`src/rtl/word_packer_pkg.sv`:
```
// Shared constants for the word packer: default geometry and the output count width.
// Optional out_parity field is enabled by WORD_PACKER_PARITY_EN.
package word_packer_pkg;
   localparam int WORD_W = 6;
   localparam int PACK   = 4;
   localparam int OUT_W  = WORD_W * PACK;
   // Wide enough for the full count range 1..7.
   localparam int CNT_W  = 3;
endpackage

```
`src/rtl/word_packer_if.sv`:
```
// Handshake bundle between producer, packer and consumer.
// out_parity exists only when WORD_PACKER_PARITY_EN is defined.
interface word_packer_if #(
   parameter int WORD_W = word_packer_pkg::WORD_W,
   parameter int PACK   = word_packer_pkg::PACK
);
   import word_packer_pkg::CNT_W;

   logic                   in_valid;
   logic [WORD_W-1:0]      in_data;
   logic                   in_ready;
   logic                   flush;
   logic                   out_valid;
   logic [WORD_W*PACK-1:0] out_data;
   logic [CNT_W-1:0]       out_count;
   logic                   out_ready;
`ifdef WORD_PACKER_PARITY_EN
   logic                   out_parity;

   modport master (output in_valid, in_data, flush, out_ready,
                   input  in_ready, out_valid, out_data, out_count, out_parity);
   modport slave  (input  in_valid, in_data, flush, out_ready,
                   output in_ready, out_valid, out_data, out_count, out_parity);
`else
   modport master (output in_valid, in_data, flush, out_ready,
                   input  in_ready, out_valid, out_data, out_count);
   modport slave  (input  in_valid, in_data, flush, out_ready,
                   output in_ready, out_valid, out_data, out_count);
`endif
endinterface

```
`src/rtl/word_packer_fifo2.sv`:
```
// Two-entry output FIFO holding packed data, word count and (with
// WORD_PACKER_PARITY_EN) a parity bit; rdy is a registered "not full".
module packer_fifo2
   import word_packer_pkg::*;
#(
   parameter int DW = OUT_W
) (
   input  logic             clk,
   input  logic             reset,
   input  logic             push,
   input  logic [DW-1:0]    push_data,
   input  logic [CNT_W-1:0] push_cnt,
`ifdef WORD_PACKER_PARITY_EN
   input  logic             push_par,
`endif
   input  logic             pop,
   output logic             vld,
   output logic [DW-1:0]    data,
   output logic [CNT_W-1:0] cnt,
`ifdef WORD_PACKER_PARITY_EN
   output logic             par,
`endif
   output logic             full,
   output logic             rdy
);
   logic [1:0][DW-1:0]    mem_d;
   logic [1:0][CNT_W-1:0] mem_c;
`ifdef WORD_PACKER_PARITY_EN
   logic [1:0]            mem_p;
`endif
   logic                  wp, rp;
   logic [1:0]            occ, occ_nxt;
   logic                  do_push, do_pop;

   assign full    = (occ == 2'd2);
   assign vld     = (occ != 2'd0);
   assign do_push = push & ~full;
   assign do_pop  = pop & vld;
   assign occ_nxt = occ + {1'b0, do_push} - {1'b0, do_pop};

   always_ff @(posedge clk or negedge reset) begin
      if (!reset) begin
         mem_d <= '0;
         mem_c <= '0;
`ifdef WORD_PACKER_PARITY_EN
         mem_p <= '0;
`endif
         wp    <= 1'b0;
         rp    <= 1'b0;
         occ   <= 2'd0;
         rdy   <= 1'b0;
      end else begin
         if (do_push) begin
            mem_d[wp] <= push_data;
            mem_c[wp] <= push_cnt;
`ifdef WORD_PACKER_PARITY_EN
            mem_p[wp] <= push_par;
`endif
            wp        <= ~wp;
         end
         if (do_pop) rp <= ~rp;
         occ <= occ_nxt;
         // Registered so in_ready never depends combinationally on out_ready.
         rdy <= (occ_nxt != 2'd2);
      end
   end

   assign data = mem_d[rp];
   assign cnt  = mem_c[rp];
`ifdef WORD_PACKER_PARITY_EN
   assign par  = mem_p[rp];
`endif
endmodule

```
`src/rtl/word_packer.sv`:
```
// Packs PACK narrow words into one wide word, with flush of partial words.
// WORD_PACKER_PARITY_EN adds a registered out_parity per output entry.
module word_packer #(
   parameter int WORD_W = word_packer_pkg::WORD_W,
   parameter int PACK   = word_packer_pkg::PACK
) (
   input  logic         clk,
   input  logic         reset,
   word_packer_if.slave bus
);
   import word_packer_pkg::CNT_W;

   localparam int DW = WORD_W * PACK;

   logic [CNT_W-1:0] fill, fill_a, fill_nxt;
   logic [DW-1:0]    acc, acc_a, acc_nxt, in_shf;
   logic             pend, pend_nxt;
   logic             accept, flush_req, full, push, pop;

   assign accept    = bus.in_valid & bus.in_ready;
   assign flush_req = bus.flush | pend;
   assign pop       = bus.out_valid & bus.out_ready;
   assign in_shf    = DW'(bus.in_data) << (WORD_W * int'(fill));

   // A word accepted this cycle is folded in before any flush decision.
   always_comb begin
      fill_a   = fill + CNT_W'(accept);
      acc_a    = accept ? (acc | in_shf) : acc;
      push     = 1'b0;
      fill_nxt = fill_a;
      acc_nxt  = acc_a;
      pend_nxt = pend;
      if (fill_a == CNT_W'(PACK)) begin
         push     = 1'b1;
         fill_nxt = '0;
         acc_nxt  = '0;
         pend_nxt = 1'b0;
      end else if (flush_req) begin
         if (fill_a == '0) begin
            pend_nxt = 1'b0;
         end else if (!full) begin
            push     = 1'b1;
            fill_nxt = '0;
            acc_nxt  = '0;
            pend_nxt = 1'b0;
         end else begin
            pend_nxt = 1'b1;
         end
      end
   end

   always_ff @(posedge clk or negedge reset) begin
      if (!reset) begin
         fill <= '0;
         acc  <= '0;
         pend <= 1'b0;
      end else begin
         fill <= fill_nxt;
         acc  <= acc_nxt;
         pend <= pend_nxt;
      end
   end

   packer_fifo2 #(.DW(DW)) u_fifo (
      .clk       (clk),
      .reset     (reset),
      .push      (push),
      .push_data (acc_a),
      .push_cnt  (fill_a),
`ifdef WORD_PACKER_PARITY_EN
      .push_par  (^acc_a),
`endif
      .pop       (pop),
      .vld       (bus.out_valid),
      .data      (bus.out_data),
      .cnt       (bus.out_count),
`ifdef WORD_PACKER_PARITY_EN
      .par       (bus.out_parity),
`endif
      .full      (full),
      .rdy       (bus.in_ready)
   );
endmodule

```
`src/flat_wrapper.sv`:
```
// flat-port wrapper written by rule: the top's interface ports become plain ports
module word_packer_flat import word_packer_pkg::CNT_W;
#(
   parameter int WORD_W = word_packer_pkg::WORD_W,
   parameter int PACK   = word_packer_pkg::PACK
)
  (clk, reset, bus_in_valid, bus_in_data, bus_flush, bus_out_ready, bus_in_ready, bus_out_valid, bus_out_data, bus_out_count);
  word_packer_if #(.WORD_W(WORD_W), .PACK(PACK)) bus_i ();
  input  logic clk;
  input  logic reset;
  input wire logic [$bits(bus_i.in_valid)-1:0] bus_in_valid;
  input wire logic [$bits(bus_i.in_data)-1:0] bus_in_data;
  input wire logic [$bits(bus_i.flush)-1:0] bus_flush;
  input wire logic [$bits(bus_i.out_ready)-1:0] bus_out_ready;
  output wire logic [$bits(bus_i.in_ready)-1:0] bus_in_ready;
  output wire logic [$bits(bus_i.out_valid)-1:0] bus_out_valid;
  output wire logic [$bits(bus_i.out_data)-1:0] bus_out_data;
  output wire logic [$bits(bus_i.out_count)-1:0] bus_out_count;
  assign bus_i.in_valid = bus_in_valid;
  assign bus_i.in_data = bus_in_data;
  assign bus_i.flush = bus_flush;
  assign bus_i.out_ready = bus_out_ready;
  assign bus_in_ready = bus_i.in_ready;
  assign bus_out_valid = bus_i.out_valid;
  assign bus_out_data = bus_i.out_data;
  assign bus_out_count = bus_i.out_count;
  word_packer #(.WORD_W(WORD_W), .PACK(PACK)) u_core (.clk(clk), .reset(reset), .bus(bus_i));
endmodule
```
`config.mk`:
```
export PLATFORM = sky130hd
export DESIGN_NAME = word_packer_flat
export DESIGN_NICKNAME = d
export VERILOG_FILES = /design/src/rtl/word_packer_pkg.sv /design/src/rtl/word_packer_if.sv /design/src/rtl/word_packer_fifo2.sv /design/src/rtl/word_packer.sv /design/src/flat_wrapper.sv
export SDC_FILE = /design/constraint.sdc
export NUM_CORES = 1
export LEC_CHECK = 0
export CORE_MARGIN = 2
export CORE_UTILIZATION = 50
export DETAILED_ROUTE_END_ITERATION = 10
export GPL_ROUTABILITY_DRIVEN = 0
export PLACE_DENSITY_LB_ADDON = 0.08
export SYNTH_ARGS = -nofsm -noshare
export SYNTH_HDL_FRONTEND = slang
export SYNTH_HIERARCHICAL = 1
export SYNTH_SLANG_ARGS = --single-unit
```
`constraint.sdc`:
```
create_clock -name clk -period 3.3 [get_ports clk]
set_input_delay 0.495 -clock clk [delete_from_list [all_inputs] [get_ports clk]]
set_output_delay 0.495 -clock clk [all_outputs]
set_load 0.03 [all_outputs]
```
==> flow_summary.yaml, run 1 <==
sta:
  postLayoutSetupSlackWorst_ps: 444
  whs_ps: 210
  fin_skew_ps: 10.3
  drv_slew: 0
  rsz0062_at_grt: "no"
  worst_slew_pin_slew_ps: 829
  period_minus_slack_ps: 2860
  finalHoldViolCount: 0
  fin_crit_sh_pct: 86.5
  fmaxAchievable_mhz: 350
  setup_viol: 0
  slew_headroom_pct: 44.6
  finalSetupTns_ps: 0
clock_tree:
  cts_inserted_buffers: 9
  cts_tree: "built"
  root_buffer: "clkbuf_8"
  clk_pin_slew_worst_paths_ps: 90
  cts_buffer_depth: 2
  postCtsSetupBuffers: 0
  postCtsResizedCells: 0
  clock-sinks: 87
  htree_levels: 3
  clock_latency_ps: 340
  hold_buffers: 0
drt:
  drc: 0
  ant_nets: 0
  post_drt_wl_per_cell_um: 17.2
  wl_um: 8090
  first_pass_iters: 4
  routed_via_density: 5.39
  drt_iter0_drc: 126
  vias: 2540
cells_and_area:
  fin_area_um2: 4940
  syn2layout_area_growth_pct: 16.7
  finalNetCount: 379
  post-route-util_pct: 60.2
  diodes: 0
  layout-drive-gt1-share_pct: 33.1
power_and_ir_drop:
  ir_worst_vdd_uv: 669
  p_leak_nw: 2.40
  power_density_nw_per_um2: 1050
setup_path:
  cp-end-kind: "register"
  cp.required_ps: 3530
  arrival_ps: 3090
  crit_fanout: 5
  startpoint_type: "input pin"
  crit_type: "input pin to register"
die:
  dieArea_um2: 9230
  io_pins: 40
  die_h_um: 96.1
  die_w_um: 96.1
  core_um2: 8220
  rows: 33
  initial_core_util_pct: 51.6
placed_design:
  hpwl_um: 5480
  dpl_worst_slack_ps: 74.2
  port_buffers: 39
  place_area_um2: 4690
logic_synthesis:
  ys_seq_area_share_pct: 51.4
  yosysWarnings: 6
  ys_top_cells_by_count: "dfrtp_1 (87), mux2_2 (59), and2_1 (25)"
  ys_ff_latch: 87
  synth_fp_nets: 338
  synth_area_leader_cell: "dfrtp_1"
  yosysMostFrequentCell: "dfrtp_1"
  netlist.area_leader.share_pct: 51.4
  synth_area_per_cell_um2: 13.2
  ys_types: 39
  syn_area_um2: 4240
  async_reset_ff_share_pct: 100
  syn-instance-count: 320
  ys.flop_type: "dfrtp_1"
  synth-edff-count: 0
  ys_top_cells_by_area: "dfrtp_1 (51%), mux2_2 (16%), mux2_4 (7.8%), and2_1 (3.7%), ha_1 (1.8%)"
min_path:
  hold_path_class: "input pin to async pin"
run:
  maxCapViolations: 0
run_status:
  status: "finished clean"
global_route:
  antenna_found_initial: 0
  grt.total_usage_pct: 19.4
  grt_pass1_wl_um: 13500
  grt_max_degree: 64
  grt_overflow: 0
  grt_pass1_vias: 2565
through the flow:
step	power, mW	std cells
finish	5.20	471
global route	5.56	471
CTS	5.28	471
floorplan	3.65	320
detailed placement	4.34	455
global placement	4.30	455
per-layer routing:
layer  global-route usage (%)  routed length [um]  vias up
met5                        0                   0        -
met3                     3.21                 222       10
met4                     6.43                 103        0
met1                     28.6                4070     1289
met2                     29.3                3700       41
li1                         -                   -     1200
kinds of logic after synthesis:
group / count (synthesis) / share of synthesized area, %
buffers and inverters: 29 / 4.75
adder cells (fa/ha/maj): 7 / 2.24
AO/OA/AOI/OAI: 39 / 6.76
multiplexers: 83 / 24.0
XOR/XNOR: 6 / 1.42
AND/OR/NAND/NOR: 69 / 9.48
flip-flops: 87 / 51.4
cell usage in the layout, fill, tap and decap left out, types with 2 or more instances in the layout:
cell,count
dfrtp_1,87
mux2_2,59
clkdlybuf4s50_1,38
and2_1,25
mux2_4,22
nand2_1,12
clkbuf_8,10
buf_4,10
inv_1,10
a31o_2,8
a21o_1,8
a21oi_1,6
a221o_1,6
nor2_1,6
ha_1,6
nand2b_1,5
o21ai_0,5
nor3_1,4
bufinv_16,3
o22ai_1,3
nand3b_1,3
nor2b_1,3
xnor2_1,3
mux2i_1,2
nor4_1,2
or3b_1,2
nand3_1,2
a211oi_1,2
xor2_1,2
final timing paths:
| check | from | end | slack [ps] | depth (start not counted) |
|---|---|---|---|---|
| max reg2reg | u_core/fill[1] | u_core/u_fifo/mem_d[40] | 600 | 7 |
| max in group asynchronous | reset | u_core/acc[7] | 2370 | 2 |
| min reg2reg | u_core/u_fifo/mem_d[21] | u_core/u_fifo/mem_d[21] | 510 | 1 |
| min | reset | u_core/u_fifo/mem_d[44] | 210 | 1 |
| max | bus_in_valid | u_core/u_fifo/rdy | 440 | 14 |
| min in group clk | u_core/u_fifo/mem_d[21] | u_core/u_fifo/mem_d[21] | 510 | 1 |
final cells by class:
cell class | count | area, um2
flip-flops and latches | 87 | 2180
fillers | 678 | 3270
inverters | 10 | 37.5
clock buffers | 10 | 138
clock inverters | 6 | 115
repair buffers | 49 | 475
multi-input cells | 204 | 1870
well taps | 105 | 131
sequential cells by signal (all words and copies together) (netlist names):
name / count
u_core/u_fifo/mem_d: 48
u_core/acc: 24
u_core/u_fifo/mem_c: 6
u_core/fill: 3
u_core/u_fifo/occ: 2
u_core/pend: 1
u_core/u_fifo/rdy: 1
u_core/u_fifo/rp: 1
u_core/u_fifo/wp: 1
worst max-delay path, cell delays in order:
cell,delay (ps)
clkdlybuf4s50_1,420
and2_1,190
ha_1,180
ha_1,290
o22ai_1,230
o31ai_2,120
inv_1,150
nand2_1,110
ha_1,280
inv_1,30
ha_1,180
xnor2_1,180
xnor2_1,160
nand2b_1,80
power by group:
group | switching, mW | internal [mW]
Sequential | 0.160 | 1.41
Combinational | 1.43 | 1.29
Clock | 0.388 | 0.531
(Power assumes the default switching activity.)
==> inputs of run 2 (changes only) <==
CTS_CLUSTER_SIZE = 28   (was not set)
clock period = 2.8 ns   (was 3.3 ns; I/O delays follow)
==> flow_summary.yaml, run 2 (synthesized netlist as in run 1, its figures left out) <==
cells_and_area:
  layout-drive-gt1-share_pct: 36.5
  final_cell_mix: "dfrtp_1 (87), mux2_2 (59), clkdlybuf4s50_1 (38)"
  syn2layout_area_growth_pct: 19.6
  reg_top3: "u_core/u_fifo/mem_d x48, u_core/acc x24, u_core/u_fifo/mem_c x6"
  max_flop_register: "u_core/u_fifo/mem_d"
  largest_register_ffs: 48
  post-route-util_pct: 61.6
  diodes: 0
  finalNetCount: 391
  final_common_cell: "dfrtp_1"
sta:
  fin_crit_sh_pct: 95.9
  whs_ps: 17.4
  fmaxAchievable_mhz: 372
  period_minus_slack_ps: 2690
  slew_headroom_pct: 48.9
  worst_slew_pin_slew_ps: 763
  drv_slew: 0
  setup_viol: 0
  fin_skew_ps: 6.64
  finalHoldViolCount: 0
  rsz0062_at_grt: "no"
clock_tree:
  root_buffer: "clkbuf_8"
  cts_buffer_depth: 2
  htree_levels: 3
  cts_inserted_buffers: 9
  cts_tree: "built"
  clock-sinks: 87
  clock_latency_ps: 350
  clk_pin_slew_worst_paths_ps: 80
  hold_buffers: 0
placed_design:
  port_buffers: 39
  hpwl_um: 5680
setup_path:
  startpoint_type: "input pin"
  crit_type: "input pin to register"
  r2r_cells: 7
  arrival_ps: 2980
  cp.required_ps: 3100
  cp-end-kind: "register"
  crit_fanout: 4
  timing.rr.start: "u_core/fill[1]"
  r2r_setup_slack_ps: 230
  r2r_end: "u_core/u_fifo/mem_d[11]"
min_path:
  hold_path_class: "input pin to async pin"
global_route:
  grt_pass1_wl_um: 13600
  grt_overflow: 0
  antenna_found_initial: 0
  grt_pass1_vias: 2715
  grt.total_usage_pct: 19.7
  grt_max_degree: 53
run:
  maxCapViolations: 0
die:
  core_um2: 8220
  initial_core_util_pct: 51.6
  die_w_um: 96.1
  die_h_um: 96.1
  rows: 33
  dieArea_um2: 9230
  io_pins: 40
drt:
  vias: 2598
  drc: 0
  ant_nets: 0
  first_pass_iters: 4
  drt_iter0_drc: 90
  routed_via_density: 5.38
  post_drt_wl_per_cell_um: 17.0
  wl_um: 8190
power_and_ir_drop:
  ir_worst_vdd_uv: 962
  power_density_nw_per_um2: 1250
  p_leak_nw: 2.46
run_status:
  status: "finished clean"
run 2: layer usage:
layer | vias up | global-route usage, % | share of wire [%]
li1 | 1235 | - | -
met1 | 1301 | 27.1 | 47
met2 | 58 | 30.8 | 48
met3 | 4 | 5.79 | 4.3
met4 | 0 | 4.88 | 0.78
met5 | - | 0 | 0
run 2: worst max-delay path: stages:
cell             delay, ps
clkdlybuf4s50_1        430
and2_1                 180
ha_1                   210
ha_4                   230
o22ai_2                220
o31ai_4                110
inv_2                  100
nand2_2                 70
ha_1                   270
inv_1                   40
ha_1                   200
xnor2_2                150
xnor2_1                210
buf_4                  140
run 2: area by class of cell:
type | count | area [um2]
clock buffer | 10 | 138
clock inverter | 6 | 83.8
fill | 649 | 3150
inverter | 10 | 37.5
multi-input combinational | 204 | 1910
sequential | 87 | 2180
tap | 105 | 131
timing repair buffer | 61 | 591
run 2: timing repair:
action / 4_1_cts / 5_1_grt
endpoints found under the hold margin: 0 / 0
setup endpoints to repair: 1 / 2
resized for setup: 1 / 5
setup buffers: 0 / 2
pin swaps: 0 / 2
run 2: worst max path at each step:
stage	to	slack (ps)	start
after floorplan	u_core/u_fifo/rdy	130	u_core/u_fifo/rdy
after global placement	u_core/u_fifo/rdy	-230	bus_in_valid
after detailed placement	u_core/u_fifo/rdy	-400	bus_in_valid
after CTS	u_core/u_fifo/rdy	10	bus_in_valid
after global routing	u_core/u_fifo/rdy	4	bus_in_valid
final	u_core/u_fifo/occ[1]	110	bus_in_valid
run 2: report_power, final:
group | switching [mW] | internal (mW)
registers | 0.196 | 1.66
logic | 1.77 | 1.73
clock network | 0.427 | 0.524
run 2: stage by stage:
stage | worst slack [ps] | setup TNS [ps] | cells | power, mW | instance area (um2)
floorplan | 129 | 0 | 320 | 4.30 | 4240
global placement | -230 | -5040 | 465 | 5.19 | 4790
detailed placement | -400 | -10750 | 465 | 5.26 | 4790
CTS | 12.5 | 0 | 481 | 6.25 | 5020
global route | 4.00 | 0 | 483 | 6.73 | 5060
finish | 114 | 0 | 483 | 6.32 | 5060
